File: src/rtl/riscv_dmem_ctrl_pkg.sv
// Shared constants for the data-memory controller: funct3 load/store encodings,
// FSM state encodings and the funct3 -> access-format decode.
package riscv_dmem_ctrl_pkg;

    localparam int XLEN_DEFAULT = 32;

    localparam logic [2:0] FUNCT3_MEM_BYTE   = 3'b000;
    localparam logic [2:0] FUNCT3_MEM_HALF   = 3'b001;
    localparam logic [2:0] FUNCT3_MEM_WORD   = 3'b010;
    localparam logic [2:0] FUNCT3_MEM_DOUBLE = 3'b011;
    localparam logic [2:0] FUNCT3_MEM_BYTEU  = 3'b100;
    localparam logic [2:0] FUNCT3_MEM_HALFU  = 3'b101;
    localparam logic [2:0] FUNCT3_MEM_WORDU  = 3'b110;

    typedef enum logic [1:0] {
        DMEM_S_IDLE = 2'b00,
        DMEM_S_ACC0 = 2'b01,
        DMEM_S_ACC1 = 2'b10,
        DMEM_S_RESP = 2'b11
    } dmem_state_e;

    // lsz is log2 of the access size in bytes; sext selects sign extension of loads
    typedef struct packed {
        logic [1:0] lsz;
        logic       sext;
    } acc_fmt_t;

    function automatic acc_fmt_t decode_fmt(input logic [2:0] f3, input logic rv64);
        acc_fmt_t fmt;
        fmt.lsz  = rv64 ? 2'd3 : 2'd2;
        fmt.sext = 1'b0;
        case (f3)
            FUNCT3_MEM_BYTE:   begin fmt.lsz = 2'd0; fmt.sext = 1'b1; end
            FUNCT3_MEM_HALF:   begin fmt.lsz = 2'd1; fmt.sext = 1'b1; end
            FUNCT3_MEM_WORD:   begin fmt.lsz = 2'd2; fmt.sext = rv64; end
            FUNCT3_MEM_DOUBLE: if (rv64) fmt.lsz = 2'd3;
            FUNCT3_MEM_BYTEU:  fmt.lsz = 2'd0;
            FUNCT3_MEM_HALFU:  fmt.lsz = 2'd1;
            FUNCT3_MEM_WORDU:  if (rv64) fmt.lsz = 2'd2;
            default: ;
        endcase
        return fmt;
    endfunction

endpackage

File: src/rtl/riscv_dmem_lane_align.sv
// Combinational lane steering: byte strobes and shifted store data per beat, and
// load assembly/extension. o_split exists only with RISCV_DMEM_MISALIGN_EN.
module riscv_dmem_lane_align #(
    parameter int XLEN = 32
) (
    input  logic                        i_beat1,
    input  logic [1:0]                  i_lsz,
    input  logic                        i_sext,
    input  logic [$clog2(XLEN/8)-1:0]   i_off,
    input  logic [XLEN-1:0]             i_wr_data,
    input  logic [XLEN-1:0]             i_d0,
    input  logic [XLEN-1:0]             i_d1,
    output logic [XLEN/8-1:0]           o_byte_sel,
    output logic [XLEN-1:0]             o_wr_data,
    output logic [XLEN-1:0]             o_rd_data
`ifdef RISCV_DMEM_MISALIGN_EN
    ,
    output logic                        o_split
`endif
);

    localparam int NB = XLEN / 8;
    localparam int OW = $clog2(NB);
    localparam logic [OW:0] ONE_B = (OW+1)'(1);
    localparam logic [OW:0] NB_B  = (OW+1)'(NB);

    logic [OW:0]     size_b;
    logic [OW:0]     off_b;
    logic [OW:0]     rem_b;
    logic [OW+3:0]   nbits;
    logic [NB-1:0]   strb;
    logic [XLEN-1:0] raw;
    logic [XLEN-1:0] keep;
    logic [XLEN-1:0] sh;

    assign size_b = ONE_B << i_lsz;
    assign off_b  = {1'b0, i_off};
    assign rem_b  = NB_B - off_b;
    assign strb   = ~({NB{1'b1}} << size_b);

    assign o_byte_sel = i_beat1 ? (strb >> rem_b) : (strb << i_off);
    assign o_wr_data  = i_beat1 ? (i_wr_data >> {rem_b, 3'b000}) : (i_wr_data << {i_off, 3'b000});

    // d1 is zero for single-beat loads, so the OR only contributes on a split
    assign raw   = (i_d0 >> {i_off, 3'b000}) | (i_d1 << {rem_b, 3'b000});
    assign nbits = {size_b, 3'b000};
    assign keep  = ~({XLEN{1'b1}} << nbits);
    assign sh    = raw >> (nbits - 1'b1);
    assign o_rd_data = (raw & keep) | ((i_sext & sh[0]) ? ~keep : '0);

`ifdef RISCV_DMEM_MISALIGN_EN
    assign o_split = (off_b + size_b) > NB_B;
`endif

endmodule

File: src/rtl/riscv_dmem_ctrl.sv
// Sequential MEM-stage data-memory controller with req/ack memory handshake.
// RISCV_DMEM_MISALIGN_EN: split word-crossing accesses instead of rejecting them.
module riscv_dmem_ctrl
    import riscv_dmem_ctrl_pkg::*;
#(
    parameter int XLEN = XLEN_DEFAULT
) (
    input  logic              i_clk,
    input  logic              i_rst,
    input  logic              i_req,
    input  logic              i_wen,
    input  logic [2:0]        i_func3,
    input  logic [XLEN-1:0]   i_addr,
    input  logic [XLEN-1:0]   i_wr_data,
    output logic              o_busy,
    output logic              o_done,
    output logic [XLEN-1:0]   o_rd_data,
    output logic              o_misalign_err,
    output logic              o_mem_req,
    output logic              o_mem_wen,
    output logic [XLEN-1:0]   o_mem_addr,
    output logic [XLEN-1:0]   o_mem_wr_data,
    output logic [XLEN/8-1:0] o_mem_byte_sel,
    input  logic              i_mem_ack,
    input  logic [XLEN-1:0]   i_mem_rd_data
);

    localparam int NB = XLEN / 8;
    localparam int OW = $clog2(NB);
    localparam logic [XLEN-1:0] BEAT_STEP = XLEN'(NB);

    dmem_state_e     state_q, state_d;
    logic [1:0]      lsz_q, lsz_d;
    logic            sext_q, sext_d;
    logic            wen_q, wen_d;
    logic [XLEN-1:0] addr_q, addr_d;
    logic [XLEN-1:0] wdata_q, wdata_d;
    logic [XLEN-1:0] rdata_q, rdata_d;

    acc_fmt_t        dec;
    logic            misal;
    logic            beat1;
    logic [XLEN-1:0] base;
    logic [XLEN-1:0] la_d0, la_d1;
    logic [XLEN-1:0] la_wdata, la_rdata;
    logic [NB-1:0]   la_sel;

    assign dec = decode_fmt(i_func3, XLEN == 64);

`ifdef RISCV_DMEM_MISALIGN_EN
    logic            split;
    logic [XLEN-1:0] d0_q, d0_d;

    assign misal = 1'b0;
    assign beat1 = (state_q == DMEM_S_ACC1);
    assign la_d0 = beat1 ? d0_q : i_mem_rd_data;
    assign la_d1 = beat1 ? i_mem_rd_data : '0;
    assign o_misalign_err = 1'b0;
`else
    logic [OW-1:0]   amask;
    logic            err_q, err_d;

    // offset must be a multiple of the access size
    assign amask = ~({OW{1'b1}} << dec.lsz);
    assign misal = |(i_addr[OW-1:0] & amask);
    assign beat1 = 1'b0;
    assign la_d0 = i_mem_rd_data;
    assign la_d1 = '0;
    assign o_misalign_err = (state_q == DMEM_S_RESP) & err_q;
`endif

    riscv_dmem_lane_align #(.XLEN(XLEN)) u_align (
        .i_beat1    (beat1),
        .i_lsz      (lsz_q),
        .i_sext     (sext_q),
        .i_off      (addr_q[OW-1:0]),
        .i_wr_data  (wdata_q),
        .i_d0       (la_d0),
        .i_d1       (la_d1),
        .o_byte_sel (la_sel),
        .o_wr_data  (la_wdata),
        .o_rd_data  (la_rdata)
`ifdef RISCV_DMEM_MISALIGN_EN
        ,
        .o_split    (split)
`endif
    );

    assign base           = {addr_q[XLEN-1:OW], {OW{1'b0}}};
    assign o_mem_req      = (state_q == DMEM_S_ACC0) | (state_q == DMEM_S_ACC1);
    assign o_mem_wen      = o_mem_req & wen_q;
    assign o_mem_addr     = o_mem_req ? (beat1 ? base + BEAT_STEP : base) : '0;
    assign o_mem_byte_sel = o_mem_req ? la_sel : '0;
    assign o_mem_wr_data  = o_mem_req ? la_wdata : '0;
    assign o_done         = (state_q == DMEM_S_RESP);
    assign o_busy         = ((state_q == DMEM_S_IDLE) & i_req) | o_mem_req;
    assign o_rd_data      = rdata_q;

    always_comb begin
        state_d = state_q;
        lsz_d   = lsz_q;
        sext_d  = sext_q;
        wen_d   = wen_q;
        addr_d  = addr_q;
        wdata_d = wdata_q;
        rdata_d = rdata_q;
`ifdef RISCV_DMEM_MISALIGN_EN
        d0_d    = d0_q;
`else
        err_d   = err_q;
`endif
        case (state_q)
            DMEM_S_IDLE: begin
                if (i_req) begin
                    lsz_d   = dec.lsz;
                    sext_d  = dec.sext;
                    wen_d   = i_wen;
                    addr_d  = i_addr;
                    wdata_d = i_wr_data;
`ifndef RISCV_DMEM_MISALIGN_EN
                    err_d   = misal;
`endif
                    state_d = misal ? DMEM_S_RESP : DMEM_S_ACC0;
                end
            end
            DMEM_S_ACC0: begin
                if (i_mem_ack) begin
`ifdef RISCV_DMEM_MISALIGN_EN
                    if (split) begin
                        d0_d    = i_mem_rd_data;
                        state_d = DMEM_S_ACC1;
                    end else begin
                        if (!wen_q) rdata_d = la_rdata;
                        state_d = DMEM_S_RESP;
                    end
`else
                    if (!wen_q) rdata_d = la_rdata;
                    state_d = DMEM_S_RESP;
`endif
                end
            end
`ifdef RISCV_DMEM_MISALIGN_EN
            DMEM_S_ACC1: begin
                if (i_mem_ack) begin
                    if (!wen_q) rdata_d = la_rdata;
                    state_d = DMEM_S_RESP;
                end
            end
`endif
            DMEM_S_RESP: state_d = DMEM_S_IDLE;
            default:     state_d = DMEM_S_IDLE;
        endcase
    end

    always_ff @(posedge i_clk) begin
        if (i_rst) begin
            state_q <= DMEM_S_IDLE;
            rdata_q <= '0;
`ifndef RISCV_DMEM_MISALIGN_EN
            err_q   <= 1'b0;
`endif
        end else begin
            state_q <= state_d;
            rdata_q <= rdata_d;
`ifndef RISCV_DMEM_MISALIGN_EN
            err_q   <= err_d;
`endif
        end
    end

    // request context needs no reset: memory outputs are gated by o_mem_req
    always_ff @(posedge i_clk) begin
        lsz_q   <= lsz_d;
        sext_q  <= sext_d;
        wen_q   <= wen_d;
        addr_q  <= addr_d;
        wdata_q <= wdata_d;
`ifdef RISCV_DMEM_MISALIGN_EN
        d0_q    <= d0_d;
`endif
    end

endmodule

File: config.mk
export PLATFORM = sky130hd
export DESIGN_NAME = riscv_dmem_ctrl
export DESIGN_NICKNAME = d
export VERILOG_FILES = /design/src/rtl/riscv_dmem_ctrl_pkg.sv /design/src/rtl/riscv_dmem_lane_align.sv /design/src/rtl/riscv_dmem_ctrl.sv
export SDC_FILE = /design/constraint.sdc
export NUM_CORES = 1
export LEC_CHECK = 0
export BUFFER_PORTS_ARGS = -buffer_cell sky130_fd_sc_hd__clkbuf_2
export CAP_MARGIN = 10
export CORE_MARGIN = 1.5
export CORE_UTILIZATION = 51
export CTS_BUF_LIST = sky130_fd_sc_hd__clkbuf_16
export DETAILED_ROUTE_END_ITERATION = 7
export HOLD_SLACK_MARGIN = 0.12
export PLACE_DENSITY = 0.8
export SLEW_MARGIN = 20
export SYNTH_ARGS = -nofsm -noshare
export SYNTH_HDL_FRONTEND = slang
export SYNTH_HIERARCHICAL = 1
export SYNTH_SLANG_ARGS = --single-unit
File: constraint.sdc
create_clock -name i_clk -period 4 [get_ports i_clk]
set_clock_uncertainty 0.05 [all_clocks]
set_input_delay 0.2 -clock i_clk [delete_from_list [all_inputs] [get_ports i_clk]]
set_output_delay 0.2 -clock i_clk [all_outputs]
set_load 0.05 [all_outputs]
==> impl_metrics.sql, run 1 <==
INSERT INTO impl_metrics (metric_group, metric, value, unit) VALUES
('run_status', 'run_status', 'completed', ''),
('global_route', 'largest_net_degree_at_the_start_of_global_routing', '48', ''),
('cells_and_area', 'proportion_of_layout_cells_with_a_drive_suffix_above_1', '26.53', '%'),
('power_and_ir_drop', 'power.static_leakage', '3.956', 'nW'),
('power_and_ir_drop', 'netSwitchingFraction', '53.04', '%'),
('synthesis', 'postSynthRegisterBits', '103', ''),
('clock_network', 'htree_levels', '3', ''),
('synthesis', 'yosysSeqAreaShare', '40.74', '%'),
('critical_path', 'worst_path_largest_cell_delay', '0.76', 'ns'),
('critical_path', 'critPathBufInv', '2', ''),
('synthesis', 'synth_edf_count', '68', ''),
('global_route', 'grt_pass1_vias', '6612', ''),
('clock_network', 'numCtsBuffers', '9', ''),
('cells_and_area', 'final_cells', '1235', ''),
('power_and_ir_drop', 'switchingPower', '3.322', 'mW'),
('placement', 'globalplace.congestion', '0.9048', ''),
('cells_and_area', 'areaGrowthSynthToFinish', '33.92', '%'),
('critical_path', 'worst-path-stages', '8', ''),
('placement', 'port_buffers', '206', ''),
('clock_network', 'clk_pin_slew', '0.07', 'ns'),
('timing', 'timing.final.max_slew_violations', '0', ''),
('critical_path', 'cp_max_fo', '18', ''),
('floorplanning', 'ioPinCount', '209', ''),
('power_and_ir_drop', 'power_share_of_the_clock_group', '15.2', '%'),
('timing', 'slew_headroom', '37.92', '%'),
('cells_and_area', 'num_antenna_cells', '0', ''),
('power_and_ir_drop', 'power_report.internal_total', '2.941', 'mW'),
('cells_and_area', 'finalNetCount', '1172', ''),
('clock_network', 'tritoncts_clock_tree', 'built', ''),
('critical_path', 'worst_setup_path_start_kind', 'flop', ''),
('synthesis', 'cell_with_the_most_instances_after_synthesis', 'sky130_fd_sc_hd__nand2_1', ''),
('synthesis', 'synth_largest_type_area_fraction', '30.33', '%'),
('critical_path', 'r2r_end', 'o_rd_data[30]$_SDFFE_PP0P_', ''),
('detailed_routing', 'drt-total-wl', '20870', 'microns'),
('critical_path', 'r2r.worst_path.cells', '8', ''),
('detailed_routing', 'number_of_design_rule_violations_left_after_detail_routing', '0', ''),
('timing', 'worst_hold_slack', '0.1492', 'ns'),
('synthesis', 'post_synth_most_frequent_cells', '119 x sky130_fd_sc_hd__nand2_1, 79 x sky130_fd_sc_hd__a21oi_1, 73 x sky130_fd_sc_hd__and2_1, 68 x sky130_fd_sc_hd__edfxtp_1, 55 x sky130_fd_sc_hd__mux2i_1', ''),
('synthesis', 'synth_top_area_cell', 'sky130_fd_sc_hd__edfxtp_1', ''),
('synthesis', 'asyncSetResetFlopFracSynth', '0', '%'),
('run', 'cap_viol_max_count', '0', ''),
('timing', 'tightestPinTransition', '0.9312', 'ns'),
('critical_path', 'reg2reg_setup_slack', '0.51', 'ns'),
('clock_network', 'clock_path_buffers', '2', ''),
('floorplanning', 'initial_utilization', '52.71', '%'),
('timing', 'final-hold-violation-count', '0', ''),
('floorplanning', 'design.core.area', '0.01277', 'sq mm'),
('placement', 'detailedPlacementHpwl', '13510', 'microns'),
('clock_network', 'clkLatencyLatePin', '0.36', 'ns'),
('synthesis', 'yosys-top-cells-area', 'sky130_fd_sc_hd__edfxtp_1 30%, sky130_fd_sc_hd__dfxtp_1 10%, sky130_fd_sc_hd__mux2i_1 8.2%, sky130_fd_sc_hd__and2_1 6.8%, sky130_fd_sc_hd__nand2_1 6.6%', ''),
('power_and_ir_drop', 'power.sequential.fraction', '24.5', '%'),
('floorplanning', 'die_width', '117.9', 'microns'),
('timing', 'finalWorstPathRequiredPeriod', '3.491', 'ns'),
('floorplanning', 'die-area', '0.01390', 'sq mm'),
('clock_network', 'cts.sinks', '103', ''),
('timing', 'max_clock_freq', '286.4', 'MHz'),
('critical_path', 'dominant_delay_contributor_by_cell_family_on_the_critical_path', 'buffers and inverters', ''),
('detailed_routing', 'drtPass1Iterations', '6', ''),
('detailed_routing', 'drt_first_iter_violations', '754', ''),
('critical_path', 'worst_ep_arrival_time', '3.72', 'ns'),
('floorplanning', 'die_h', '117.9', 'microns'),
('synthesis', 'synth_area_per_cell', '8.941', 'sq um'),
('power_and_ir_drop', 'power.density', '694.6', 'mW/mm^2'),
('timing', 'rsz0062_at_grt', 'no', ''),
('global_route', 'wire_length_of_the_first_global_routing_pass', '33580', 'microns'),
('clock_network', 'post-cts-setup-buffer-count', '0', ''),
('critical_path', 'startpoint', 'addr_q[0]$_DFFE_PP_', ''),
('timing', 'setup_failing_eps_final', '0', ''),
('critical_path', 'regToRegStartpoint', 'addr_q[0]$_DFFE_PP_', ''),
('critical_path', 'slowest_stage', 'sky130_fd_sc_hd__ha_1', ''),
('critical_path', 'cp_class', 'flop to flop', '');
-- registers in the layout (all words and copies together) (netlist names) --
register	flops
wdata_q	32
err_q	1
state_q	2
o_rd_data	32
wen_q	1
lsz_q	2
sext_q	1
addr_q	32
-- worst min path at each step --
stage                    start                       to  slack (ns)  depth (start not counted)
finish                   i_req  state_q[1]$_SDFFE_PP0P_        0.15                          3
global route             i_req  state_q[1]$_SDFFE_PP0P_        0.19                          3
CTS                      i_req  state_q[1]$_SDFFE_PP0P_        0.14                          3
detailed placement  i_addr[15]     addr_q[15]$_DFFE_PP_        0.33                          1
global placement    i_addr[20]     addr_q[20]$_DFFE_PP_        0.33                          1
floorplan            i_addr[0]      addr_q[0]$_DFFE_PP_        0.25                          0
-- worst register-to-register path, stage by stage (launching register included) --
cell	delay (ns)
sky130_fd_sc_hd__edfxtp_1	0.73
sky130_fd_sc_hd__clkinv_1	0.56
sky130_fd_sc_hd__ha_1	0.76
sky130_fd_sc_hd__clkinv_1	0.59
sky130_fd_sc_hd__nand2_1	0.23
sky130_fd_sc_hd__a32oi_1	0.14
sky130_fd_sc_hd__o21ai_0	0.14
sky130_fd_sc_hd__nand2_1	0.09
sky130_fd_sc_hd__a21oi_2	0.13
-- cells in the final DEF (no fill, tap or decap), types with 9 or more instances in the layout --
master	netlist	final
sky130_fd_sc_hd__a21oi_1	79	79
sky130_fd_sc_hd__a21oi_2	17	17
sky130_fd_sc_hd__and2_1	73	72
sky130_fd_sc_hd__buf_4	3	14
sky130_fd_sc_hd__clkbuf_16	0	9
sky130_fd_sc_hd__clkbuf_2	1	206
sky130_fd_sc_hd__conb_1	1	70
sky130_fd_sc_hd__dfxtp_1	35	35
sky130_fd_sc_hd__dlygate4sd3_1	0	68
sky130_fd_sc_hd__edfxtp_1	68	68
sky130_fd_sc_hd__ha_1	10	10
sky130_fd_sc_hd__inv_1	12	12
sky130_fd_sc_hd__mux2_2	13	13
sky130_fd_sc_hd__mux2i_1	55	55
sky130_fd_sc_hd__nand2_1	119	119
sky130_fd_sc_hd__nor2_1	45	44
sky130_fd_sc_hd__nor2b_1	15	15
sky130_fd_sc_hd__o21ai_0	43	43
sky130_fd_sc_hd__o22ai_1	9	9
-- final cells by class --
cell class / count / area [sq um]
multi-input combinational: 642 / 3869
timing repair buffer: 288 / 1817
clock inverter: 7 / 95.09
fill: 978 / 3757
clock buffer: 9 / 225.2
inverter: 14 / 52.55
sequential: 103 / 2743
tap: 172 / 215.2
-- power by group through the flow --
| stage | clock [mW] | combinational [mW] | sequential (mW) |
|---|---|---|---|
| 6_report | 0.951 | 3.78 | 1.53 |
| 5_1_grt | 1.01 | 4.03 | 1.55 |
| 4_1_cts | 0.969 | 3.70 | 1.52 |
| 3_5_place_dp | 0 | 3.63 | 1.54 |
| 3_3_place_gp | 0 | 3.60 | 1.53 |
| 2_1_floorplan | 0 | 2.83 | 1.59 |
-- per-layer routing --
metal / vias to the layer above / wire, microns / track usage (%)
met4: 0 / 671 / 10.75
met1: 3069 / 8301 / 37.57
met2: 379 / 10080 / 50.99
met5: - / 0 / 0
met3: 57 / 1813 / 7.558
li1: 3227 / - / -
-- stage by stage --
step	area, sq um	util [%]	total power, mW	setup slack [ns]
4_1_cts	9012	70.56	6.186	0.5656
3_5_place_dp	8011	62.72	5.175	0.6361
5_1_grt	9016	70.58	6.593	0.1549
6_report	9016	70.58	6.262	0.5086
3_3_place_gp	8011	62.72	5.136	0.7412
2_1_floorplan	6992	-	4.416	1.026
-- timing repair --
action / in CTS / in global routing
hold endpoints to repair: 68 / 0
endpoints found under the setup margin: 0 / 0
hold buffers: 68 / 0
-- logic make-up after synthesis --
family	synth area share (%)
mux	10.57
other cells	0.05570
buf+inv	5.724
fa+ha+maj	1.858
flops	40.74
compound gates	21.09
simple gates	19.96
Note: power is estimated with default switching activity, not from simulation.
==> run 2, diff against run 1 <==
--- a/config.mk
+++ b/config.mk
@@ -5,14 +5,14 @@
 export SDC_FILE = /design/constraint.sdc
 export NUM_CORES = 1
 export LEC_CHECK = 0
-export BUFFER_PORTS_ARGS = -buffer_cell sky130_fd_sc_hd__clkbuf_2
 export CAP_MARGIN = 10
 export CORE_MARGIN = 1.5
 export CORE_UTILIZATION = 51
 export CTS_BUF_LIST = sky130_fd_sc_hd__clkbuf_16
 export DETAILED_ROUTE_END_ITERATION = 7
+export DONT_BUFFER_PORTS = 1
 export HOLD_SLACK_MARGIN = 0.12
-export PLACE_DENSITY = 0.8
+export PLACE_DENSITY = 0.66
 export SLEW_MARGIN = 20
 export SYNTH_ARGS = -nofsm -noshare
 export SYNTH_HDL_FRONTEND = slang
==> run 2 against run 1 <==
Against the previous run: via count down 11%; routed wire length decreased by 8.2%; critical path depth grew 1; sequential share of layout area grew 3.4 points; critical endpoint is now o_rd_data[2]$_SDFFE_PP0P_; largest cell class unchanged.
==> impl_metrics.sql, run 2 (synthesis gave the netlist of run 1 again) <==
INSERT INTO impl_metrics (metric_group, metric, value, unit) VALUES
('critical_path', 'r2r_end', 'o_rd_data[2]$_SDFFE_PP0P_', ''),
('floorplanning', 'die_h', '117.9', 'microns'),
('clock_network', 'cts-root-buf', 'sky130_fd_sc_hd__clkbuf_16', ''),
('power_and_ir_drop', 'power.density', '725.4', 'mW/mm^2'),
('power_and_ir_drop', 'power.sequential.fraction', '27.2', '%'),
('detailed_routing', 'routed-wl-met2', '9047', 'microns'),
('clock_network', 'clk_pin_slew', '0.08', 'ns'),
('timing', 'setup_tns', '0', 'ns'),
('global_route', 'grt_antenna_before_repair', '0', ''),
('floorplanning', 'die-area', '0.01390', 'sq mm'),
('placement', 'port_buffers', '0', ''),
('clock_network', 'post-cts-setup-buffer-count', '0', ''),
('power_and_ir_drop', 'totalPowerFinal', '5.888', 'mW'),
('clock_network', 'clkLatencyLatePin', '0.36', 'ns'),
('cells_and_area', 'areaGrowthSynthToFinish', '20.55', '%'),
('critical_path', 'worst_setup_path_endpoint', 'o_rd_data[2]$_SDFFE_PP0P_', ''),
('cells_and_area', 'proportion_of_layout_cells_with_a_drive_suffix_above_1', '8.786', '%'),
('global_route', 'gr-total-overflow', '0', ''),
('critical_path', 'cp_data_required_time', '4.26', 'ns'),
('timing', 'slew_headroom', '36.18', '%'),
('cells_and_area', 'layout_fillers', '1066', ''),
('timing', 'timing.final.max_slew_violations', '0', ''),
('power_and_ir_drop', 'netSwitchingFraction', '53.84', '%'),
('timing', 'max_clock_freq', '289.9', 'MHz'),
('critical_path', 'regToRegStartpoint', 'addr_q[0]$_DFFE_PP_', ''),
('detailed_routing', 'drt-total-wl', '19160', 'microns'),
('floorplanning', 'die_width', '117.9', 'microns'),
('critical_path', 'r2r.worst_path.cells', '9', ''),
('critical_path', 'cp_class', 'flop to flop', ''),
('critical_path', 'cp_endpoint_kind', 'flop', ''),
('power_and_ir_drop', 'power_report.internal_total', '2.718', 'mW'),
('timing', 'final_min_period_over_clock_period', '86.23', '%'),
('detailed_routing', 'route.detailed.wl_per_inst', '18.46', 'microns'),
('clock_network', 'tritoncts_clock_tree', 'built', ''),
('floorplanning', 'ioPinCount', '209', ''),
('power_and_ir_drop', 'power.static_leakage', '3.108', 'nW'),
('power_and_ir_drop', 'switchingPower', '3.170', 'mW'),
('floorplanning', 'design.core.area', '0.01277', 'sq mm'),
('detailed_routing', 'wl_met3', '1555', 'microns'),
('critical_path', 'worst_setup_path_start_kind', 'flop', ''),
('detailed_routing', 'post_drt_via_cell_ratio', '5.751', ''),
('critical_path', 'startpoint', 'addr_q[0]$_DFFE_PP_', ''),
('timing', 'setup_failing_eps_final', '0', ''),
('clock_network', 'htree_levels', '3', ''),
('critical_path', 'cp_max_fo', '66', ''),
('detailed_routing', 'number_of_design_rule_violations_left_after_detail_routing', '0', ''),
('global_route', 'globalRouteTotalUtil', '27.08', '%'),
('detailed_routing', 'drtPass1Iterations', '6', ''),
('detailed_routing', 'drt_first_iter_violations', '433', ''),
('timing', 'finalWorstPathRequiredPeriod', '3.449', 'ns'),
('floorplanning', 'core.rowCount', '41', ''),
('placement', 'detailedPlacementHpwl', '12830', 'microns'),
('detailed_routing', 'total_vias_in_the_final_route', '5970', ''),
('placement', 'dpl-instance-area', '0.006977', 'sq mm'),
('floorplanning', 'initial_utilization', '52.71', '%'),
('detailed_routing', 'route.antenna.remaining_nets', '0', ''),
('timing', 'final-hold-violation-count', '0', ''),
('global_route', 'largest_net_degree_at_the_start_of_global_routing', '70', ''),
('cells_and_area', 'final_area', '0.008117', 'sq mm'),
('placement', 'globalplace.congestion', '0.9159', ''),
('power_and_ir_drop', 'vdd_ir_drop_max', '0.5712', 'mV'),
('timing', 'tightestPinTransition', '0.9573', 'ns'),
('detailed_routing', 'wire_length_on_met1', '7892', 'microns'),
('clock_network', 'cts.sinks', '103', ''),
('run_status', 'run_status', 'completed', ''),
('critical_path', 'reg2reg_setup_slack', '0.55', 'ns'),
('cells_and_area', 'leading_cell_types_in_the_layout_fill_and_taps_excluded', '119 x sky130_fd_sc_hd__nand2_1, 79 x sky130_fd_sc_hd__a21oi_1, 78 x sky130_fd_sc_hd__dlygate4sd3_1, 72 x sky130_fd_sc_hd__and2_1, 70 x sky130_fd_sc_hd__conb_1', ''),
('cells_and_area', 'layout_commonest_cell', 'sky130_fd_sc_hd__nand2_1', ''),
('global_route', 'grt_pass1_vias', '5947', ''),
('clock_network', 'clock_path_buffers', '2', ''),
('detailed_routing', 'topRoutingLayerUsed', 'met4', ''),
('worst_hold_path', 'holdCritPathClass', 'primary input to flop', ''),
('run', 'cap_viol_max_count', '0', ''),
('clock_network', 'numCtsBuffers', '9', ''),
('cells_and_area', 'finalNetCount', '974', ''),
('power_and_ir_drop', 'power_share_of_the_clock_group', '16.1', '%'),
('power_and_ir_drop', 'combinationalPowerShare', '56.6', '%'),
('global_route', 'wire_length_of_the_first_global_routing_pass', '30080', 'microns'),
('critical_path', 'worst_ep_arrival_time', '3.71', 'ns'),
('timing', 'rsz0062_at_grt', 'no', '');
-- run 2: worst max-delay path, cell delays in order, from the launching register on --
cell	delay [ns]
sky130_fd_sc_hd__edfxtp_1	0.36
sky130_fd_sc_hd__buf_4	0.58
sky130_fd_sc_hd__nor2b_1	0.56
sky130_fd_sc_hd__o2bb2ai_1	0.19
sky130_fd_sc_hd__or4b_4	0.17
sky130_fd_sc_hd__nand4_4	0.39
sky130_fd_sc_hd__mux2i_1	0.30
sky130_fd_sc_hd__nand2_1	0.10
sky130_fd_sc_hd__a21oi_2	0.13
sky130_fd_sc_hd__dlygate4sd3_1	0.54
-- run 2: metrics by stage --
step                      setup WS (ns)  std cells  hold slack (ns)  utilization, %
after floorplan                   1.026        822           0.2489               -
after global placement            1.079        941           0.2216           54.53
after detailed placement          1.085        942           0.2196           54.62
after CTS                        0.5741       1037           0.1320           63.40
after global routing             0.3118       1037           0.1496           63.52
final                            0.5508       1038           0.1414           63.54
-- run 2: area by class of cell --
class / instances / area (sq um) / share of cell area [%]
repair buffers: 90 / 899.6 / 11.08
flip-flops and latches: 103 / 2743 / 33.79
clock buffers: 9 / 225.2 / 2.775
inverters: 14 / 52.55 / 0.6474
clock inverters: 7 / 95.09 / 1.172
well taps: 172 / 215.2 / 2.651
multi-input cells: 642 / 3884 / 47.85
diodes: 1 / 2.502 / 0.03083
-- run 2: power groups by stage --
stage	sequential (mW)	combinational (mW)	clock [mW]
floorplan	1.59	2.83	0
finish	1.60	3.34	0.951
global placement	1.61	3.13	0
global route	1.62	3.56	1.00
CTS	1.60	3.27	0.969
detailed placement	1.62	3.18	0
-- run 2: worst min-delay path by stage --
| stage | start | endpoint | slack, ns | depth (start not counted) |
|---|---|---|---|---|
| after global placement | i_rst | o_rd_data[14]$_SDFFE_PP0P_ | 0.22 | 1 |
| after global routing | i_mem_rd_data[30] | o_rd_data[30]$_SDFFE_PP0P_ | 0.15 | 4 |
| after floorplan | i_addr[0] | addr_q[0]$_DFFE_PP_ | 0.25 | 0 |
| final | i_mem_rd_data[30] | o_rd_data[30]$_SDFFE_PP0P_ | 0.14 | 4 |
| after detailed placement | i_rst | o_rd_data[15]$_SDFFE_PP0P_ | 0.22 | 1 |
| after CTS | i_mem_rd_data[30] | o_rd_data[30]$_SDFFE_PP0P_ | 0.13 | 4 |
-- run 2: routing by layer --
layer,global-route usage (%),vias to the layer above
met5,0,-
met4,13.34,0
met3,7.122,43
met2,45.03,294
met1,32.48,2799
li1,-,2834
-- run 2: repair_timing --
action,CTS,global route
gates resized for setup,0,0
hold endpoints to repair,103,0
hold buffers,79,0
